===== config.mk =====
export PLATFORM = sky130hd
export DESIGN_NAME = fifo_uart_tx
export DESIGN_NICKNAME = d
export VERILOG_FILES = /design/src/rtl/fifo_uart_tx.sv
export SDC_FILE = /design/constraint.sdc
export NUM_CORES = 1
export LEC_CHECK = 0
export BUFFER_PORTS_ARGS = -buffer_cell sky130_fd_sc_hd__buf_2
export CORE_MARGIN = 1
export CORE_UTILIZATION = 57
export DETAILED_ROUTE_END_ITERATION = 16
export GPL_TIMING_DRIVEN = 1
export PLACE_DENSITY = 0.9
export SLEW_MARGIN = 20
export SYNTH_ARGS = -nofsm -noshare
export SYNTH_HDL_FRONTEND = slang
export SYNTH_SLANG_ARGS = --single-unit

===== constraint.sdc =====
create_clock -name clk_i -period 2.41 [get_ports clk_i]
set_input_delay 0.6025 -clock clk_i [delete_from_list [all_inputs] [get_ports clk_i]]
set_output_delay 0.6025 -clock clk_i [all_outputs]
set_load 0.01 [all_outputs]

===== src/rtl/fifo_uart_tx.sv =====
// UART transmitter that drains a synchronous FIFO: pops one word, then sends
// start bit, FIFO_w data bits LSB first, and a stop bit. Repeats while enabled and non-empty.
module fifo_uart_tx #(
    parameter int unsigned FIFO_w       = 8,
    parameter int unsigned CLKS_PER_BIT = 4
) (
    input  logic              clk_i,
    input  logic              rst_i,
    input  logic              tx_en_i,
    input  logic              fifo_empty_i,
    input  logic [FIFO_w-1:0] fifo_data_i,
    output logic              fifo_read_en_o,
    output logic              tx_o,
    output logic              busy_o,
    output logic              tx_done_o
);

    localparam int unsigned BW = $clog2(CLKS_PER_BIT);
    localparam int unsigned IW = $clog2(FIFO_w + 1);

    localparam logic [BW-1:0] BAUD_LAST = BW'(CLKS_PER_BIT - 1);
    localparam logic [IW-1:0] BIT_LAST  = IW'(FIFO_w - 1);

    localparam logic [2:0] IDLE  = 3'd0;
    localparam logic [2:0] POP   = 3'd1;
    localparam logic [2:0] LOAD  = 3'd2;
    localparam logic [2:0] START = 3'd3;
    localparam logic [2:0] DATA  = 3'd4;
    localparam logic [2:0] STOP  = 3'd5;

    logic [2:0]        state_q, state_d;
    logic [BW-1:0]     baud_q, baud_d;
    logic [IW-1:0]     bit_q, bit_d;
    logic [FIFO_w-1:0] shift_q, shift_d;
    logic              tx_q, tx_d;
    logic              read_en_q, read_en_d;
    logic              busy_q, busy_d;
    logic              done_q, done_d;
    logic              baud_end;

    assign baud_end = (baud_q == BAUD_LAST);

    always_comb begin
        state_d = state_q;
        baud_d  = baud_q;
        bit_d   = bit_q;
        shift_d = shift_q;
        case (state_q)
            IDLE: begin
                if (tx_en_i && !fifo_empty_i) begin
                    state_d = POP;
                end
            end
            POP: state_d = LOAD;
            LOAD: begin
                shift_d = fifo_data_i;
                state_d = START;
            end
            START: begin
                baud_d = baud_end ? '0 : baud_q + 1'b1;
                if (baud_end) begin
                    state_d = DATA;
                end
            end
            DATA: begin
                baud_d = baud_end ? '0 : baud_q + 1'b1;
                if (baud_end) begin
                    shift_d = shift_q >> 1;
                    if (bit_q == BIT_LAST) begin
                        bit_d   = '0;
                        state_d = STOP;
                    end else begin
                        bit_d = bit_q + 1'b1;
                    end
                end
            end
            STOP: begin
                baud_d = baud_end ? '0 : baud_q + 1'b1;
                if (baud_end) begin
                    state_d = IDLE;
                end
            end
            default: state_d = IDLE;
        endcase
        if (state_d != state_q) begin
            baud_d = '0;
        end
    end

    // Outputs are computed from next-state values so they stay registered yet line up with state.
    always_comb begin
        tx_d = 1'b1;
        if (state_d == START) begin
            tx_d = 1'b0;
        end else if (state_d == DATA) begin
            tx_d = shift_d[0];
        end
        read_en_d = (state_d == POP);
        busy_d    = (state_d != IDLE);
        done_d    = (state_d == STOP) && (baud_d == BAUD_LAST);
    end

    always_ff @(posedge clk_i or negedge rst_i) begin
        if (!rst_i) begin
            state_q   <= IDLE;
            baud_q    <= '0;
            bit_q     <= '0;
            shift_q   <= '0;
            tx_q      <= 1'b1;
            read_en_q <= 1'b0;
            busy_q    <= 1'b0;
            done_q    <= 1'b0;
        end else begin
            state_q   <= state_d;
            baud_q    <= baud_d;
            bit_q     <= bit_d;
            shift_q   <= shift_d;
            tx_q      <= tx_d;
            read_en_q <= read_en_d;
            busy_q    <= busy_d;
            done_q    <= done_d;
        end
    end

    assign tx_o           = tx_q;
    assign fifo_read_en_o = read_en_q;
    assign busy_o         = busy_q;
    assign tx_done_o      = done_q;

endmodule

==> impl_results.rst <==
.. list-table::
   :header-rows: 1

   * - Metric
     - Value
   * - Final period demand of the worst path
     - 1940 ps
   * - Layout Area Growth over Synthesis
     - 9.76%
   * - Most used cells in the layout excluding fill and tap cells
     - sky130_fd_sc_hd__nand2_1, sky130_fd_sc_hd__dfrtp_1, sky130_fd_sc_hd__buf_2
   * - DP Worst Slack
     - 514 ps
   * - Setup repair after global routing missed its margin
     - false
   * - Crit path launch type
     - flop
   * - Max-cap violations
     - 0
   * - Die span in y
     - 43.6 µm
   * - Global route total overflow
     - 0
   * - Synth Register Bits
     - 21
   * - Largest net degree at the start of global routing
     - 22
   * - WP data required
     - 2610 ps
   * - Setup Crit Path Kind
     - reg -> reg
   * - First DRT Iteration DRCs
     - 17
   * - Cell row count
     - 14
   * - Worst hold path class
     - in -> async
   * - Global router's overall resource usage
     - 23.8%
   * - Gate count of the mapped netlist
     - a little over 90
   * - Floorplan core area
     - 1560 µm²
   * - Sink count of the clock tree
     - 21
   * - Count of buffer and inverter cells on the critical path
     - 0
   * - Run status
     - finished, violations left
   * - Number of hold buffers added after CTS
     - 0
   * - Post-Syn Area
     - 987 µm²
   * - Clock Pin Slew Worst Setup and Hold Paths
     - approximately 110 ps
   * - Clock latency on the worst-skew pair
     - 300 ps
   * - Top delay family on crit path
     - simple AND/OR/NAND/NOR gates
   * - CTS resizes
     - 0
   * - Number of library cell types mapped by synthesis
     - 30
   * - Worst reg-to-reg path cell count
     - 6
   * - Register-to-register setup slack
     - 470 ps
   * - Fraction of final layout cells sized beyond drive strength 1
     - 23.4%
   * - Routed vias
     - 740
   * - Net total in the final layout
     - 122
   * - Vias in the first global route
     - between 700 and 800
   * - Number of fill cells in the layout
     - 114
   * - Worst-case clock skew
     - between 1 and 1.5 ps
   * - H-tree depth
     - 1
   * - Total I/O pin count
     - 16
   * - Capture instance of the worst register-to-register path
     - baud_q[0]
   * - RR Startpoint
     - baud_q[0]
   * - Number of buffers added by the clock tree synthesis step
     - 3
   * - TritonRoute pass-1 iters
     - 10
   * - Non-filler cells in the finished layout
     - between 100 and 150
   * - Max clock buf depth
     - 2
   * - Power per unit of standard cell area
     - 806 nW/µm²
   * - Average vias per placed instance
     - around 6
   * - Mean routed wirelength per cell
     - 14.8 µm
   * - Max Clock Freq
     - 0.515 GHz
   * - Final-report max-slew violation count
     - 0
   * - Die X-Extent
     - around 44 µm
   * - CTS Root Buffer Type
     - sky130_fd_sc_hd__clkbuf_4
   * - Transition time at the pin with the least slew margin
     - 461 ps
   * - Max-slew headroom
     - 69.3%
   * - Synthesized area per cell
     - 10.8 µm²
   * - Crit path largest cell delay
     - approximately 510 ps
   * - Share of the clock period used by the worst path after layout
     - 80.5%
   * - Final cell utilization of the core
     - 69.5%
   * - Number of buffers inserted by port buffering
     - 15
   * - Routed wire length
     - around 1800 µm
   * - Violated checks
     - design-rule violations
   * - Final GP Congestion
     - 0.897
   * - Antenna diodes
     - 0
   * - Effective utilization at floorplan
     - 63.3%
   * - Crit path capture type
     - flop
   * - Commonest non-fill, non-tap cell in the layout
     - sky130_fd_sc_hd__nand2_1
   * - Aggregate negative setup slack
     - 0 ps
   * - Highest fanout seen on the critical path
     - 14
   * - Leakage Power
     - 0.557 nW
   * - Worst voltage drop across the vdd grid
     - 0.524 mV
   * - Setup Buffers After CTS
     - 0
   * - Number of warnings reported in the yosys synthesis log
     - 0
   * - Number of placed instances, taps included
     - about 120
   * - Hold_ws
     - 230 ps
   * - Detailed placer's ending HPWL
     - 1260 µm
   * - Synthesized Nets
     - around 110
   * - Final Hold Vio Count
     - 0
   * - CTS tree
     - built
   * - Setup ws final
     - 470 ps
   * - Arrival time of data at the critical path endpoint
     - 2140 ps
   * - Antenna violations before repair
     - 0
   * - Cells traversed along the worst timing path
     - ha_1 -> and4bb_1 -> or3b_1 -> nand3_2 -> a21o_1 -> nand2_1
   * - DRC
     - 2
   * - Die Outline Area
     - ~1900 µm²
   * - Part of the Yosys area used for sequential elements
     - 53.4%
   * - Post-detailed-route count of antenna-violating nets
     - 0
   * - First-pass GRT wire length
     - 3170 µm
   * - Crit path max-delay cell type
     - sky130_fd_sc_hd__and4bb_1
   * - Setup-failing EPs final
     - 0
state kept, by name, indices dropped and copies added, names as in the netlist:
name and cells:
tx_done_o 1, baud_q 2, busy_o 1, bit_q 4, state_q 3, fifo_read_en_o 1, shift_q 8, tx_o 1
through the flow:
| stage | total power [W] | area [µm²] |
|---|---|---|
| global placement | 0.000693 | 1060 |
| detailed placement | 0.000708 | 1060 |
| finish | 0.000874 | 1080 |
| CTS | 0.000873 | 1080 |
| global route | 0.000928 | 1080 |
| floorplan | 0.000650 | 987 |
cell families (layout without fill, tap and decap cells):
kind of cell / count (synthesis) / count (layout) / share of synthesized area, %
compound gates: 20 / 20 / 15.5
xor+xnor: 1 / 1 / 0.887
fa+ha+maj: 2 / 2 / 2.53
buf+inv: 4 / 20 / 3.29
flops: 21 / 21 / 53.4
mux: 3 / 3 / 3.17
simple gates: 40 / 40 / 21.3
synthesized netlist by cell type:
library cell / instances / area share (%)
sky130_fd_sc_hd__nor2b_1: 3 / 1.9
sky130_fd_sc_hd__a21o_1: 5 / 3.8
sky130_fd_sc_hd__nand2_1: 21 / 8.0
sky130_fd_sc_hd__ha_1: 2 / 2.5
sky130_fd_sc_hd__nor2_1: 6 / 2.3
sky130_fd_sc_hd__nand3b_1: 1 / 0.76
sky130_fd_sc_hd__or3_1: 1 / 0.63
sky130_fd_sc_hd__nor3_1: 1 / 0.51
sky130_fd_sc_hd__a22oi_1: 6 / 4.6
sky130_fd_sc_hd__dfrtp_1: 20 / 51
sky130_fd_sc_hd__mux2i_1: 2 / 2.0
sky130_fd_sc_hd__mux2_2: 1 / 1.1
sky130_fd_sc_hd__buf_6: 2 / 2.3
sky130_fd_sc_hd__nor3b_4: 1 / 1.9
sky130_fd_sc_hd__a21oi_2: 1 / 0.89
sky130_fd_sc_hd__and3b_1: 1 / 0.89
sky130_fd_sc_hd__nand3_2: 1 / 1.0
sky130_fd_sc_hd__o21ai_0: 3 / 1.5
sky130_fd_sc_hd__dfstp_2: 1 / 2.7
sky130_fd_sc_hd__o211ai_1: 1 / 0.76
sky130_fd_sc_hd__a211oi_2: 1 / 1.3
sky130_fd_sc_hd__or3b_1: 1 / 0.89
sky130_fd_sc_hd__and4bb_1: 1 / 1.3
sky130_fd_sc_hd__xnor2_1: 1 / 0.89
sky130_fd_sc_hd__a32oi_1: 1 / 0.89
sky130_fd_sc_hd__a22o_1: 2 / 1.8
sky130_fd_sc_hd__clkbuf_2: 1 / 0.51
sky130_fd_sc_hd__buf_2: 1 / 0.51
sky130_fd_sc_hd__nand2b_1: 1 / 0.63
sky130_fd_sc_hd__nand4_1: 1 / 0.63
worst max path at each step:
| stage | from | end | slack [ps] | cells past startpoint |
|---|---|---|---|---|
| final | baud_q[0] | baud_q[0] | 470 | 6 |
| after global routing | baud_q[0] | baud_q[0] | 320 | 6 |
| after CTS | baud_q[0] | baud_q[0] | 480 | 6 |
| after detailed placement | baud_q[0] | busy_o | 510 | 5 |
| after global placement | baud_q[0] | busy_o | 560 | 5 |
| after floorplan | baud_q[0] | busy_o | 780 | 5 |
metal layers:
| layer | share of wire (%) | global-route usage (%) | vias up |
|---|---|---|---|
| li1 | - | - | 354 |
| met1 | 45 | 29.9 | 359 |
| met2 | 49 | 39.1 | 23 |
| met3 | 5.3 | 6.25 | 4 |
| met4 | 1.2 | 9.38 | 0 |
| met5 | 0 | 0 | - |
cell type report:
class	count	area (µm²)	share of cell area [%]
clock buffer	4	26.3	2.42
multi-input combinational	66	428	39.5
sequential	21	527	48.6
tap	16	20.0	1.85
timing repair buffer	16	82.6	7.62
power by group:
part | switching (W) | total, W | internal (W)
Sequential | 0.0000468 | 0.000460 | 0.000413
Clock | 0.000105 | 0.000170 | 0.0000646
Combinational | 0.000135 | 0.000245 | 0.000110
Total | 0.000287 | 0.000874 | 0.000587
worst reg2reg max path: stages (launching register included):
cell,delay (ps)
sky130_fd_sc_hd__dfrtp_1,380
sky130_fd_sc_hd__ha_1,230
sky130_fd_sc_hd__and4bb_1,520
sky130_fd_sc_hd__or3b_1,440
sky130_fd_sc_hd__nand3_2,140
sky130_fd_sc_hd__a21o_1,90
sky130_fd_sc_hd__nand2_1,40
No activity file was read; power rests on OpenSTA's default activity.
